===== src/rtl/fifo_param_if.sv =====
// Handshake and status bundle between a fifo_param instance and its user.
// The user side drives writes, reads, thresholds and the error clear.
interface fifo_param_if #(
    parameter int BITNUMBER = 8,
    parameter int LENGTH    = 8
);
    localparam int AW = $clog2(LENGTH);

    logic [BITNUMBER-1:0] Fifo_Data_in;
    logic                 Fifo_wr;
    logic                 Fifo_rd;
    logic [AW:0]          umbral_alto;
    logic [AW:0]          umbral_bajo;
    logic                 Fifo_err_clr;
    logic [BITNUMBER-1:0] Fifo_Data_out;
    logic                 Fifo_valid;
    logic [AW:0]          Fifo_count;
    logic                 Fifo_full;
    logic                 Fifo_empty;
    logic                 almost_full;
    logic                 almost_empty;
    logic                 Fifo_wr_error;
    logic                 Fifo_rd_error;
    logic                 Fifo_error;

    modport master (
        output Fifo_Data_in, Fifo_wr, Fifo_rd, umbral_alto, umbral_bajo, Fifo_err_clr,
        input  Fifo_Data_out, Fifo_valid, Fifo_count, Fifo_full, Fifo_empty,
               almost_full, almost_empty, Fifo_wr_error, Fifo_rd_error, Fifo_error
    );

    modport slave (
        input  Fifo_Data_in, Fifo_wr, Fifo_rd, umbral_alto, umbral_bajo, Fifo_err_clr,
        output Fifo_Data_out, Fifo_valid, Fifo_count, Fifo_full, Fifo_empty,
               almost_full, almost_empty, Fifo_wr_error, Fifo_rd_error, Fifo_error
    );
endinterface


===== src/rtl/fifo_param.sv =====
// Synchronous FIFO with registered or first-word-fall-through read, programmable
// almost-full/almost-empty thresholds, per-cycle error pulses and a sticky error.
module fifo_param #(
    parameter int BITNUMBER = 8,
    parameter int LENGTH    = 8,
    parameter int FWFT      = 0
) (
    input  logic         clk,
    input  logic         reset,
    fifo_param_if.slave  bus
);
    localparam int AW = $clog2(LENGTH);

    logic [BITNUMBER-1:0] mem [LENGTH];

    logic [AW-1:0] wr_ptr_q, wr_ptr_d;
    logic [AW-1:0] rd_ptr_q, rd_ptr_d;
    logic [AW:0]   count_q, count_d;
    logic          full_q, full_d;
    logic          empty_q, empty_d;
    logic          afull_q, afull_d;
    logic          aempty_q, aempty_d;
    logic          wr_err_q, wr_err_d;
    logic          rd_err_q, rd_err_d;
    logic          err_q, err_d;
    logic          rd_acc, wr_acc;

    always_comb begin
        rd_acc   = bus.Fifo_rd && !empty_q;
        // A full FIFO still takes a write when a read frees a slot on the same edge.
        wr_acc   = bus.Fifo_wr && (!full_q || rd_acc);
        wr_ptr_d = wr_ptr_q + AW'(wr_acc);
        rd_ptr_d = rd_ptr_q + AW'(rd_acc);
        count_d  = count_q + (AW+1)'(wr_acc) - (AW+1)'(rd_acc);
        full_d   = (count_d == (AW+1)'(LENGTH));
        empty_d  = (count_d == '0);
        afull_d  = (count_d >= bus.umbral_alto);
        aempty_d = (count_d <= bus.umbral_bajo);
        wr_err_d = bus.Fifo_wr && !wr_acc;
        rd_err_d = bus.Fifo_rd && empty_q;
        // A fresh error outranks a clear on the same edge.
        if (wr_err_d || rd_err_d) begin
            err_d = 1'b1;
        end else if (bus.Fifo_err_clr) begin
            err_d = 1'b0;
        end else begin
            err_d = err_q;
        end
    end

    always_ff @(posedge clk or posedge reset) begin
        if (reset) begin
            wr_ptr_q <= '0;
            rd_ptr_q <= '0;
            count_q  <= '0;
            full_q   <= 1'b0;
            empty_q  <= 1'b1;
            afull_q  <= 1'b0;
            aempty_q <= 1'b1;
            wr_err_q <= 1'b0;
            rd_err_q <= 1'b0;
            err_q    <= 1'b0;
        end else begin
            wr_ptr_q <= wr_ptr_d;
            rd_ptr_q <= rd_ptr_d;
            count_q  <= count_d;
            full_q   <= full_d;
            empty_q  <= empty_d;
            afull_q  <= afull_d;
            aempty_q <= aempty_d;
            wr_err_q <= wr_err_d;
            rd_err_q <= rd_err_d;
            err_q    <= err_d;
        end
    end

    // Storage is deliberately left out of reset.
    always_ff @(posedge clk) begin
        if (wr_acc) begin
            mem[wr_ptr_q] <= bus.Fifo_Data_in;
        end
    end

    generate
        if (FWFT == 0) begin : g_reg_read
            logic [BITNUMBER-1:0] dout_q, dout_d;
            logic                 valid_q, valid_d;

            always_comb begin
                dout_d  = dout_q;
                valid_d = rd_acc;
                if (rd_acc) begin
                    dout_d = mem[rd_ptr_q];
                end
            end

            always_ff @(posedge clk or posedge reset) begin
                if (reset) begin
                    dout_q  <= '0;
                    valid_q <= 1'b0;
                end else begin
                    dout_q  <= dout_d;
                    valid_q <= valid_d;
                end
            end

            assign bus.Fifo_Data_out = dout_q;
            assign bus.Fifo_valid    = valid_q;
        end else begin : g_fwft_read
            // Head word is shown directly; reset masks the unreset memory behind it.
            assign bus.Fifo_Data_out = reset ? '0 : mem[rd_ptr_q];
            assign bus.Fifo_valid    = !empty_q;
        end
    endgenerate

    assign bus.Fifo_count    = count_q;
    assign bus.Fifo_full     = full_q;
    assign bus.Fifo_empty    = empty_q;
    assign bus.almost_full   = afull_q;
    assign bus.almost_empty  = aempty_q;
    assign bus.Fifo_wr_error = wr_err_q;
    assign bus.Fifo_rd_error = rd_err_q;
    assign bus.Fifo_error    = err_q;
endmodule


===== src/flat_wrapper.sv =====
// flat-port wrapper written by rule: the top's interface ports become plain ports
module fifo_param_flat 
#(
    parameter int BITNUMBER = 8,
    parameter int LENGTH    = 8,
    parameter int FWFT      = 0
)
  (clk, reset, bus_Fifo_Data_in, bus_Fifo_wr, bus_Fifo_rd, bus_umbral_alto, bus_umbral_bajo, bus_Fifo_err_clr, bus_Fifo_Data_out, bus_Fifo_valid, bus_Fifo_count, bus_Fifo_full, bus_Fifo_empty, bus_almost_full, bus_almost_empty, bus_Fifo_wr_error, bus_Fifo_rd_error, bus_Fifo_error);
  fifo_param_if #(.BITNUMBER(BITNUMBER), .LENGTH(LENGTH)) bus_i ();
  input  logic clk;
  input  logic reset;
  input wire logic [$bits(bus_i.Fifo_Data_in)-1:0] bus_Fifo_Data_in;
  input wire logic [$bits(bus_i.Fifo_wr)-1:0] bus_Fifo_wr;
  input wire logic [$bits(bus_i.Fifo_rd)-1:0] bus_Fifo_rd;
  input wire logic [$bits(bus_i.umbral_alto)-1:0] bus_umbral_alto;
  input wire logic [$bits(bus_i.umbral_bajo)-1:0] bus_umbral_bajo;
  input wire logic [$bits(bus_i.Fifo_err_clr)-1:0] bus_Fifo_err_clr;
  output wire logic [$bits(bus_i.Fifo_Data_out)-1:0] bus_Fifo_Data_out;
  output wire logic [$bits(bus_i.Fifo_valid)-1:0] bus_Fifo_valid;
  output wire logic [$bits(bus_i.Fifo_count)-1:0] bus_Fifo_count;
  output wire logic [$bits(bus_i.Fifo_full)-1:0] bus_Fifo_full;
  output wire logic [$bits(bus_i.Fifo_empty)-1:0] bus_Fifo_empty;
  output wire logic [$bits(bus_i.almost_full)-1:0] bus_almost_full;
  output wire logic [$bits(bus_i.almost_empty)-1:0] bus_almost_empty;
  output wire logic [$bits(bus_i.Fifo_wr_error)-1:0] bus_Fifo_wr_error;
  output wire logic [$bits(bus_i.Fifo_rd_error)-1:0] bus_Fifo_rd_error;
  output wire logic [$bits(bus_i.Fifo_error)-1:0] bus_Fifo_error;
  assign bus_i.Fifo_Data_in = bus_Fifo_Data_in;
  assign bus_i.Fifo_wr = bus_Fifo_wr;
  assign bus_i.Fifo_rd = bus_Fifo_rd;
  assign bus_i.umbral_alto = bus_umbral_alto;
  assign bus_i.umbral_bajo = bus_umbral_bajo;
  assign bus_i.Fifo_err_clr = bus_Fifo_err_clr;
  assign bus_Fifo_Data_out = bus_i.Fifo_Data_out;
  assign bus_Fifo_valid = bus_i.Fifo_valid;
  assign bus_Fifo_count = bus_i.Fifo_count;
  assign bus_Fifo_full = bus_i.Fifo_full;
  assign bus_Fifo_empty = bus_i.Fifo_empty;
  assign bus_almost_full = bus_i.almost_full;
  assign bus_almost_empty = bus_i.almost_empty;
  assign bus_Fifo_wr_error = bus_i.Fifo_wr_error;
  assign bus_Fifo_rd_error = bus_i.Fifo_rd_error;
  assign bus_Fifo_error = bus_i.Fifo_error;
  fifo_param #(.BITNUMBER(BITNUMBER), .LENGTH(LENGTH), .FWFT(FWFT)) u_core (.clk(clk), .reset(reset), .bus(bus_i));
endmodule

===== config.mk =====
export PLATFORM = sky130hd
export DESIGN_NAME = fifo_param_flat
export DESIGN_NICKNAME = d
export VERILOG_FILES = /design/src/rtl/fifo_param_if.sv /design/src/rtl/fifo_param.sv /design/src/flat_wrapper.sv
export SDC_FILE = /design/constraint.sdc
export NUM_CORES = 1
export LEC_CHECK = 0
export CAP_MARGIN = 20
export CORE_ASPECT_RATIO = 0.6
export CORE_UTILIZATION = 42
export DETAILED_ROUTE_END_ITERATION = 6
export DONT_BUFFER_PORTS = 1
export PLACE_DENSITY = 0.68
export SYNTH_ARGS = -nofsm -noshare
export SYNTH_HDL_FRONTEND = slang
export SYNTH_SLANG_ARGS = --single-unit

===== constraint.sdc =====
create_clock -name clk -period 3.4 [get_ports clk]
set_input_delay 1.02 -clock clk [delete_from_list [all_inputs] [get_ports clk]]
set_output_delay 1.02 -clock clk [all_outputs]
set_load 0.05 [all_outputs]

==> flow_summary.yaml, run 1 <==
clock_tree:
  clk_pin_slew_ns: 0.06
  cts_tree: "done"
  clock_latency_ns: 0.34
  post_cts_buffers: 0
  htree_num_levels: 3
  holdBufCountCts: 0
  clk_path_buf_depth: 2
  cts_buffers: 9
  cts_root_buf: "clkbuf_16"
  cts_resized: 0
  cts_sinks: 90
synthesis:
  synthMuxAreaShare_pct: 8.68
  yosysWarningCount: 0
  synth_enable_flop_cells: 64
  synth.net_count: 276
  synth-main-ff-cell: "edfxtp_1"
  synth_area_per_cell_um2: 15.2
  syn-instance-count: 243
  synthArstFlopShare_pct: 28.9
  netlist-cell-type-count: 33
  syn_area_mm2: 0.00369
  synth_fa_ha_area_share_pct: 5.15
  synth_top_family_by_area: "multiplexers"
  synth_seq_cells: 90
  synth_xor_area_share_pct: 1.86
  ys_seq_area_share_pct: 69.8
  yosys.area_share.simple_pct: 6.95
  synth-compound-area-share_pct: 5.05
finish:
  final_cell_mix: "64 x edfxtp_1, 32 x mux2i_1, 24 x dfrtp_1"
  drive_gt1_share_pct: 15.2
  insertedDiodeCount: 0
  areaGrowthSynthToFinish_pct: 14.5
  final_common_cell: "edfxtp_1"
  nNetsFinal: 297
  utilization_pct: 49.6
placement:
  port_buffers: 0
  gp_congestion: 0.732
  dpl.hpwl_um: 4810
pwr:
  finalPower_uw: 4120
  switching_share_pct: 38.3
  combPwrFrac_pct: 32.3
  intPower_uw: 2550
  clockPowerShare_pct: 22.4
  switchingPower_uw: 1580
  pwr-share-seq_pct: 45.3
  leakage_uw: 0.00170
  ir_drop_mv: 0.358
  p_per_area_mw_per_mm2: 976
sta:
  finalSetupViolations: 0
  holdWs_ns: 0.526
  worst_slew_pin_slew_ns: 0.901
  layout_min_cycle_time_ns: 3.05
  max_freq_mhz: 328
  final-max-slew-violation-count: 0
  relSlewSlack_pct: 39.8
  rsz0062_at_grt: "no"
  fin_skew_ns: 0.00624
  fin_setup_tns_ns: 0
  hold_viol: 0
  fin_crit_sh_pct: 89.6
global_route:
  grt_max_degree: 35
  grt_usage_pct: 17.6
  grt-ovfl-total: 0
  grt_pass1_vias: 2030
  antenna_found_initial: 0
  grt_pass1_wl_um: 11200
critical_path:
  cp_data_arrival_time_ns: 3.31
  r2r_slack_ns: 0.44
  cpPeakStageDelay_ns: 0.60
  rr_endpoint: "u_core.bus.almost_empty$_DFF_PP1_"
  startpoint_type: "input pin"
  worstPathCellList: "nand2b_1 > inv_1 > nand2b_1 > nand2_1 > ha_1 > fa_1 > ha_1 > nor2b_1 > a2bb2oi_1 > maj3_1 > a22oi_1"
  r2r-start: "u_core.bus.Fifo_empty$_DFF_PP1_"
  path_max_fanout: 5
  end_kind: "flip-flop"
  cp_num_buf_inv: 1
  worstPathRequired_ns: 3.66
  cpLargestDelayFamily: "adder cells"
  reg2regPathDepth: 11
  critical_path_class: "in2reg"
  slowest_stage: "fa_1"
die:
  rows: 26
  coreArea_mm2: 0.00852
  die-area_mm2: 0.00918
  ios: 41
  die_x_um: 123
  die_h_um: 74.6
  initial_core_util_pct: 43.3
min_path:
  worstHoldEndpoint: "u_core.rd_ptr_q[2]$_DFF_PP0_"
  hp-class: "reg2reg"
  holdPathStages: 1
  hold_path_startpoint: "u_core.rd_ptr_q[2]$_DFF_PP0_"
detailed_routing:
  drt-wirelength-per-cell_um: 18.9
  vias: 1968
  drt-vias-per-instance: 5.17
  ant_nets: 0
  initialDrtViolationCount: 191
  drc: 0
  wl_um: 7200
  drt_first_pass_iters: 4
outcome:
  run_status: "completed"
flow_run:
  maxCapViolations: 0
-- flip-flops by register name, indices dropped and copies added (netlist names) --
signal	count
u_core.bus.Fifo_wr_error	1
u_core.bus.Fifo_full	1
u_core.bus.Fifo_error	1
u_core.bus.Fifo_empty	1
u_core.bus.Fifo_count	4
u_core.bus.almost_empty	1
u_core.mem	64
u_core.wr_ptr_q	3
u_core.bus.Fifo_rd_error	1
u_core.bus.Fifo_valid	1
u_core.bus.almost_full	1
u_core.bus.Fifo_Data_out	8
u_core.rd_ptr_q	3
-- per-stage QoR --
step	instance area, um^2	worst slack (ns)	std cells
after floorplan	3690	0.0577	243
after global placement	3920	0.0932	364
after detailed placement	3920	0.00508	364
after CTS	4200	0.365	380
after global routing	4230	0.281	381
final	4230	0.353	381
-- cells by family (layout without fill, tap and decap cells) --
kind of cell | after synthesis | in the layout
buffers and inverters | 21 | 47
adder cells (fa/ha/maj) | 15 | 15
AND/OR/NAND/NOR | 53 | 53
XOR/XNOR | 7 | 7
flip-flops | 90 | 90
AO/OA/AOI/OAI | 25 | 25
multiplexers | 32 | 32
-- layout make-up --
class	count	area [um^2]
Clock buffer	12	256
Tap cell	112	140
Inverter	12	45.0
Multi-Input combinational cell	132	1020
Fill cell	720	4300
Sequential cell	90	2570
Timing Repair Buffer	19	163
Clock inverter	4	26.3
-- synth_stat cells (3+ instances only) --
| library cell | n | area, um^2 |
|---|---|---|
| clkbuf_1 | 4 | 15.0 |
| edfxtp_1 | 64 | 1920 |
| xnor2_1 | 4 | 35.0 |
| inv_1 | 12 | 45.0 |
| dfrtp_1 | 24 | 601 |
| mux2i_1 | 32 | 320 |
| nor2_1 | 8 | 30.0 |
| nor2b_1 | 3 | 18.8 |
| nand2b_1 | 5 | 31.3 |
| a22oi_1 | 17 | 128 |
| ha_1 | 11 | 138 |
| nand3_1 | 8 | 40.0 |
| and2_1 | 3 | 18.8 |
| buf_4 | 4 | 30.0 |
| nand2_1 | 21 | 78.8 |
-- power groups by stage --
stage	Combinational, uW	Clock, uW	Sequential (uW)
floorplan	975	0	1890
global placement	1290	0	1890
detailed placement	1330	0	1890
CTS	1340	947	1870
global route	1470	989	1890
finish	1330	925	1870
-- worst register-to-register path: cells and delay by family (launching register included) --
kind | cells | cell delay (ns)
adders and majority gates | 4 | 1.46
DFF | 1 | 0.53
and+or+nand+nor | 4 | 0.51
AOI/OAI and AO/OA | 2 | 0.28
buffers and inverters | 1 | 0.08
-- how the worst max path moves through the flow --
stage               cells past startpoint                           endpoint  slack (ns)        start
finish                                 11  u_core.bus.almost_empty$_DFF_PP1_        0.35  bus_Fifo_rd
global route                           11  u_core.bus.almost_empty$_DFF_PP1_        0.28  bus_Fifo_rd
CTS                                    11  u_core.bus.almost_empty$_DFF_PP1_        0.36  bus_Fifo_rd
detailed placement                     11  u_core.bus.almost_empty$_DFF_PP1_       0.005  bus_Fifo_rd
global placement                       10   u_core.bus.almost_full$_DFF_PP0_        0.09  bus_Fifo_rd
floorplan                              10   u_core.bus.almost_full$_DFF_PP0_        0.06  bus_Fifo_rd
-- layer usage --
layer  GRT usage, %  routed length, um  vias to the layer above
li1               -                  -                      931
met1           23.6               3400                      973
met2           26.4               3160                       53
met3           6.44                533                       11
met4           6.56                106                        0
met5              0                  0                        -
(Power assumes the default switching activity.)
==> inputs of run 2 (changes only) <==
GPL_TIMING_DRIVEN = 0   (was not set)
PLACE_DENSITY = not set   (was 0.68)
SLEW_MARGIN = 10   (was not set)
==> run 2 against run 1 <==
Register-to-register slack got worse by 0.27 ns. Fmax fell by 5.9%. Global-route usage fell by 0.23 points. Largest power group unchanged. Cell count fell by 2.4%. Routed wire length fell by 1.9%. Final area fell by 0.65%. Critical endpoint is now u_core.bus.almost_full$_DFF_PP0_. Non-clock buffer count fell by 9. Via count fell by 3.4%.
==> flow_summary.yaml, run 2 (same netlist as run 1, synthesis figures left out) <==
placement:
  dpl.hpwl_um: 4880
  place_area_mm2: 0.00384
  port_buffers: 0
  gp_congestion: 0.724
  dpl.cell_count: 355
sta:
  layout_min_cycle_time_ns: 3.24
  worst_slew_pin_slew_ns: 0.890
  hold_viol: 0
  max_freq_mhz: 309
  fin_skew_ns: 0.00697
  fin_crit_sh_pct: 95.2
  rsz0062_at_grt: "no"
  holdWs_ns: 0.518
  final-max-slew-violation-count: 0
  finalSetupViolations: 0
  relSlewSlack_pct: 40.5
pwr:
  ir_drop_mv: 0.387
  leakage_uw: 0.00167
  p_per_area_mw_per_mm2: 1010
die:
  die_x_um: 123
  coreArea_mm2: 0.00852
  die-area_mm2: 0.00918
  ios: 41
  rows: 26
  initial_core_util_pct: 43.3
  die_h_um: 74.6
global_route:
  grt_max_degree: 27
  grt_pass1_wl_um: 10800
  grt-ovfl-total: 0
  antenna_found_initial: 0
  grt_util_met3_pct: 6.14
  gr-max-usage-layer: "met1"
  grt_usage_pct: 17.3
  grt_use_met2_pct: 23.9
  grt_pass1_vias: 1890
  grt_use_met1_pct: 25.7
finish:
  largest_reg_flops: 64
  drive_gt1_share_pct: 11.9
  areaGrowthSynthToFinish_pct: 13.8
  insertedDiodeCount: 0
  fin_area_mm2: 0.00420
  nNetsFinal: 288
  finalNonFillerCells: 372
  final_common_cell: "edfxtp_1"
  final_cell_mix: "64 x edfxtp_1, 32 x mux2i_1, 24 x dfrtp_1"
  top_register: "u_core.mem"
clock_tree:
  cts_resized: 1
  clk_pin_slew_ns: 0.06
  post_cts_buffers: 0
  holdBufCountCts: 0
  cts_sinks: 90
  clk_path_buf_depth: 2
  cts_tree: "done"
  htree_num_levels: 3
  clock_latency_ns: 0.34
  cts_buffers: 9
  cts_root_buf: "clkbuf_16"
detailed_routing:
  wl_um: 7060
  drt_first_pass_iters: 4
  initialDrtViolationCount: 163
  drt-wirelength-per-cell_um: 19.0
  vias: 1902
  drc: 0
  drt-vias-per-instance: 5.11
  ant_nets: 0
critical_path:
  cpPeakStageDelay_ns: 0.54
  critical_path_class: "in2reg"
  cp_num_buf_inv: 0
  cp_data_arrival_time_ns: 3.46
  worstPathCellList: "nand2b_1 > a21boi_1 > ha_1 > fa_1 > ha_1 > a21o_1 > maj3_2 > maj3_2"
  startpoint_type: "input pin"
  path_max_fanout: 5
  slowest_stage: "fa_1"
  worstPathRequired_ns: 3.63
  end_kind: "flip-flop"
  cpLargestDelayFamily: "adder cells"
flow_run:
  maxCapViolations: 0
min_path:
  hp-class: "in2async"
outcome:
  run_status: "completed"
## run 2: cell count changes in the layout (fill, tap and decap cells not counted), sizes merged
cell      delta
inv          +2
bufinv       +1
clkinvlp     -1
clkinv       -1
buf         -12
clkbuf       +2
## run 2: final timing paths
kind | slack [ns] | cells after the start | end | startpoint
min in group clk | 0.53 | 1 | u_core.wr_ptr_q[0]$_DFF_PP0_ | u_core.wr_ptr_q[0]$_DFF_PP0_
max | 0.16 | 8 | u_core.bus.almost_full$_DFF_PP0_ | bus_Fifo_rd
max in group asynchronous | 2.39 | 2 | u_core.bus.Fifo_empty$_DFF_PP1_ | reset
max reg2reg | 0.17 | 10 | u_core.bus.almost_full$_DFF_PP0_ | u_core.bus.Fifo_empty$_DFF_PP1_
min | 0.52 | 1 | u_core.rd_ptr_q[0]$_DFF_PP0_ | reset
min reg2reg | 0.53 | 1 | u_core.wr_ptr_q[0]$_DFF_PP0_ | u_core.wr_ptr_q[0]$_DFF_PP0_
## run 2: cell type report
class                      count  area, um^2
sequential                    90        2570
tap                          112         140
clock inverter                 5        55.1
buffer                         9        50.0
timing repair buffer           1        27.5
inverter                      12        45.0
multi-input combinational    132        1030
fill                         749        4320
clock buffer                  11         275
## run 2: metrics by stage
| step | total power, uW | setup slack, ns | utilization (%) | TNS (ns) |
|---|---|---|---|---|
| after floorplan | 2860 | 0.0577 | - | 0 |
| final | 4240 | 0.163 | 49.3 | 0 |
| after global routing | 4470 | 0.0152 | 49.3 | 0 |
| after detailed placement | 3200 | -0.259 | 45.1 | -0.490 |
| after global placement | 3160 | -0.226 | 45.0 | -0.411 |
| after CTS | 4260 | 0.141 | 49.0 | 0 |
## run 2: layer usage
layer / vias up / wire (um)
met5: - / 0
met4: 0 / 85
met3: 10 / 296
met2: 34 / 2920
met1: 948 / 3760
li1: 910 / -
## run 2: report_power, final
group          leakage [uW]  internal (uW)  switching, uW
Sequential         0.000893           1440            465
Clock              0.000167            659            409
Combinational      0.000610            537            731
Total               0.00167           2630           1610
==> inputs of run 3 (changes only) <==
clock period = 3.8 ns   (was 3.4 ns; I/O delays follow)
==> run 3 against run 2 <==
Register-to-register slack better by 0.22 ns. Via count did not move. Clock power down 11%. Die area unchanged. Combinational power down 11%. Largest cell class unchanged. Largest power group unchanged.
==> flow_summary.yaml, run 3 (same netlist as run 1, synthesis figures left out) <==
outcome:
  run_status: "completed"
die:
  die-area_mm2: 0.00918
  die_x_um: 123
  initial_core_util_pct: 43.3
  die_h_um: 74.6
  coreArea_mm2: 0.00852
  ios: 41
  rows: 26
detailed_routing:
  wl_um: 7060
  drt_first_pass_iters: 4
  drt-wirelength-per-cell_um: 19.0
  vias: 1902
  drt-vias-per-instance: 5.11
  drc: 0
  ant_nets: 0
  initialDrtViolationCount: 163
finish:
  register_area_mm2: 0.00257
  finalNonFillerCells: 372
  final_common_cell: "edfxtp_1"
  fillers: 749
  insertedDiodeCount: 0
  largest_reg_flops: 64
  multiInputGateArea_mm2: 0.00103
  areaGrowthSynthToFinish_pct: 13.8
  nNetsFinal: 288
  top_register: "u_core.mem"
  drive_gt1_share_pct: 11.5
  final_cell_mix: "64 x edfxtp_1, 32 x mux2i_1, 24 x dfrtp_1"
global_route:
  grt-ovfl-total: 0
  antenna_found_initial: 0
  grt_pass1_vias: 1890
  grt_pass1_wl_um: 10800
  grt_usage_pct: 17.3
  grt_max_degree: 27
pwr:
  p_per_area_mw_per_mm2: 904
  ir_drop_mv: 0.346
  leakage_uw: 0.00167
sta:
  final-max-slew-violation-count: 0
  relSlewSlack_pct: 40.5
  max_freq_mhz: 293
  fin_setup_tns_ns: 0
  finalSetupViolations: 0
  fin_crit_sh_pct: 89.9
  layout_min_cycle_time_ns: 3.41
  worst_slew_pin_slew_ns: 0.890
  fin_skew_ns: 0.00697
  hold_viol: 0
  rsz0062_at_grt: "no"
clock_tree:
  cts_buffers: 9
  post_cts_buffers: 0
  cts_tree: "done"
  cts_sinks: 90
  cts_root_buf: "clkbuf_16"
  holdBufCountCts: 0
  clock_latency_ns: 0.34
  htree_num_levels: 3
  clk_pin_slew_ns: 0.06
  cts_resized: 0
  clk_path_buf_depth: 2
critical_path:
  startpoint_type: "flip-flop"
  end_kind: "flip-flop"
  path_max_fanout: 10
  worstPathRequired_ns: 4.03
  cp_data_arrival_time_ns: 3.64
  critical_path_class: "reg2reg"
placement:
  dpl.hpwl_um: 4880
  gp_congestion: 0.724
  port_buffers: 0
  dpl.cell_count: 355
min_path:
  hp-class: "reg2reg"
flow_run:
  maxCapViolations: 0
run 3: critical path: stages (launching register included):
cell	delay, ns
dfstp_2	0.70
nand2b_1	0.19
clkbuf_1	0.40
nand2_1	0.10
nand2_1	0.09
ha_1	0.18
fa_1	0.54
ha_1	0.33
a21o_1	0.18
maj3_2	0.31
maj3_2	0.30
run 3: path summary, 6_finish.rpt:
path | from | end | slack (ns) | cells past startpoint
worst max-delay path | u_core.bus.Fifo_empty$_DFF_PP1_ | u_core.bus.almost_full$_DFF_PP0_ | 0.39 | 10
worst min-delay path | u_core.wr_ptr_q[0]$_DFF_PP0_ | u_core.wr_ptr_q[0]$_DFF_PP0_ | 0.53 | 1
worst max register to register | u_core.bus.Fifo_empty$_DFF_PP1_ | u_core.bus.almost_full$_DFF_PP0_ | 0.39 | 10
worst min register to register | u_core.wr_ptr_q[0]$_DFF_PP0_ | u_core.wr_ptr_q[0]$_DFF_PP0_ | 0.53 | 1
max in group asynchronous | reset | u_core.bus.Fifo_empty$_DFF_PP1_ | 2.67 | 2
min in group asynchronous | reset | u_core.rd_ptr_q[0]$_DFF_PP0_ | 0.64 | 1
run 3: layout make-up:
class,count,area share (%)
Clock buffer,11,6.56
Inverter,12,1.07
Timing Repair Buffer,1,0.656
Multi-Input combinational cell,132,24.6
Tap cell,112,3.34
Clock inverter,5,1.31
Buffer,9,1.16
Sequential cell,90,61.3
run 3: power by group:
| part | switching (uW) | internal (uW) | total (uW) |
|---|---|---|---|
| clock | 366 | 590 | 956 |
| combinational | 654 | 480 | 1130 |
| sequential | 416 | 1290 | 1700 |
run 3: layer usage:
layer | track usage (%) | part of all wire [%] | vias up
li1 | - | - | 910
met5 | 0 | 0 | -
met3 | 6.14 | 4.2 | 10
met2 | 23.9 | 41 | 34
met4 | 5.09 | 1.2 | 0
met1 | 25.7 | 53 | 948
run 3: per-stage QoR:
stage                     total power, uW  setup slack, ns  hold WS (ns)  instance area, um^2  util, %
final                                3790            0.385         0.527                 4200     49.3
after global placement               2830           0.0535         0.507                 3830     45.0
after detailed placement             2860           0.0211         0.516                 3840     45.1
after global routing                 4000            0.194         0.545                 4200     49.3
after CTS                            3810            0.367         0.531                 4170     48.9
after floorplan                      2560            0.338         0.487                 3690        -
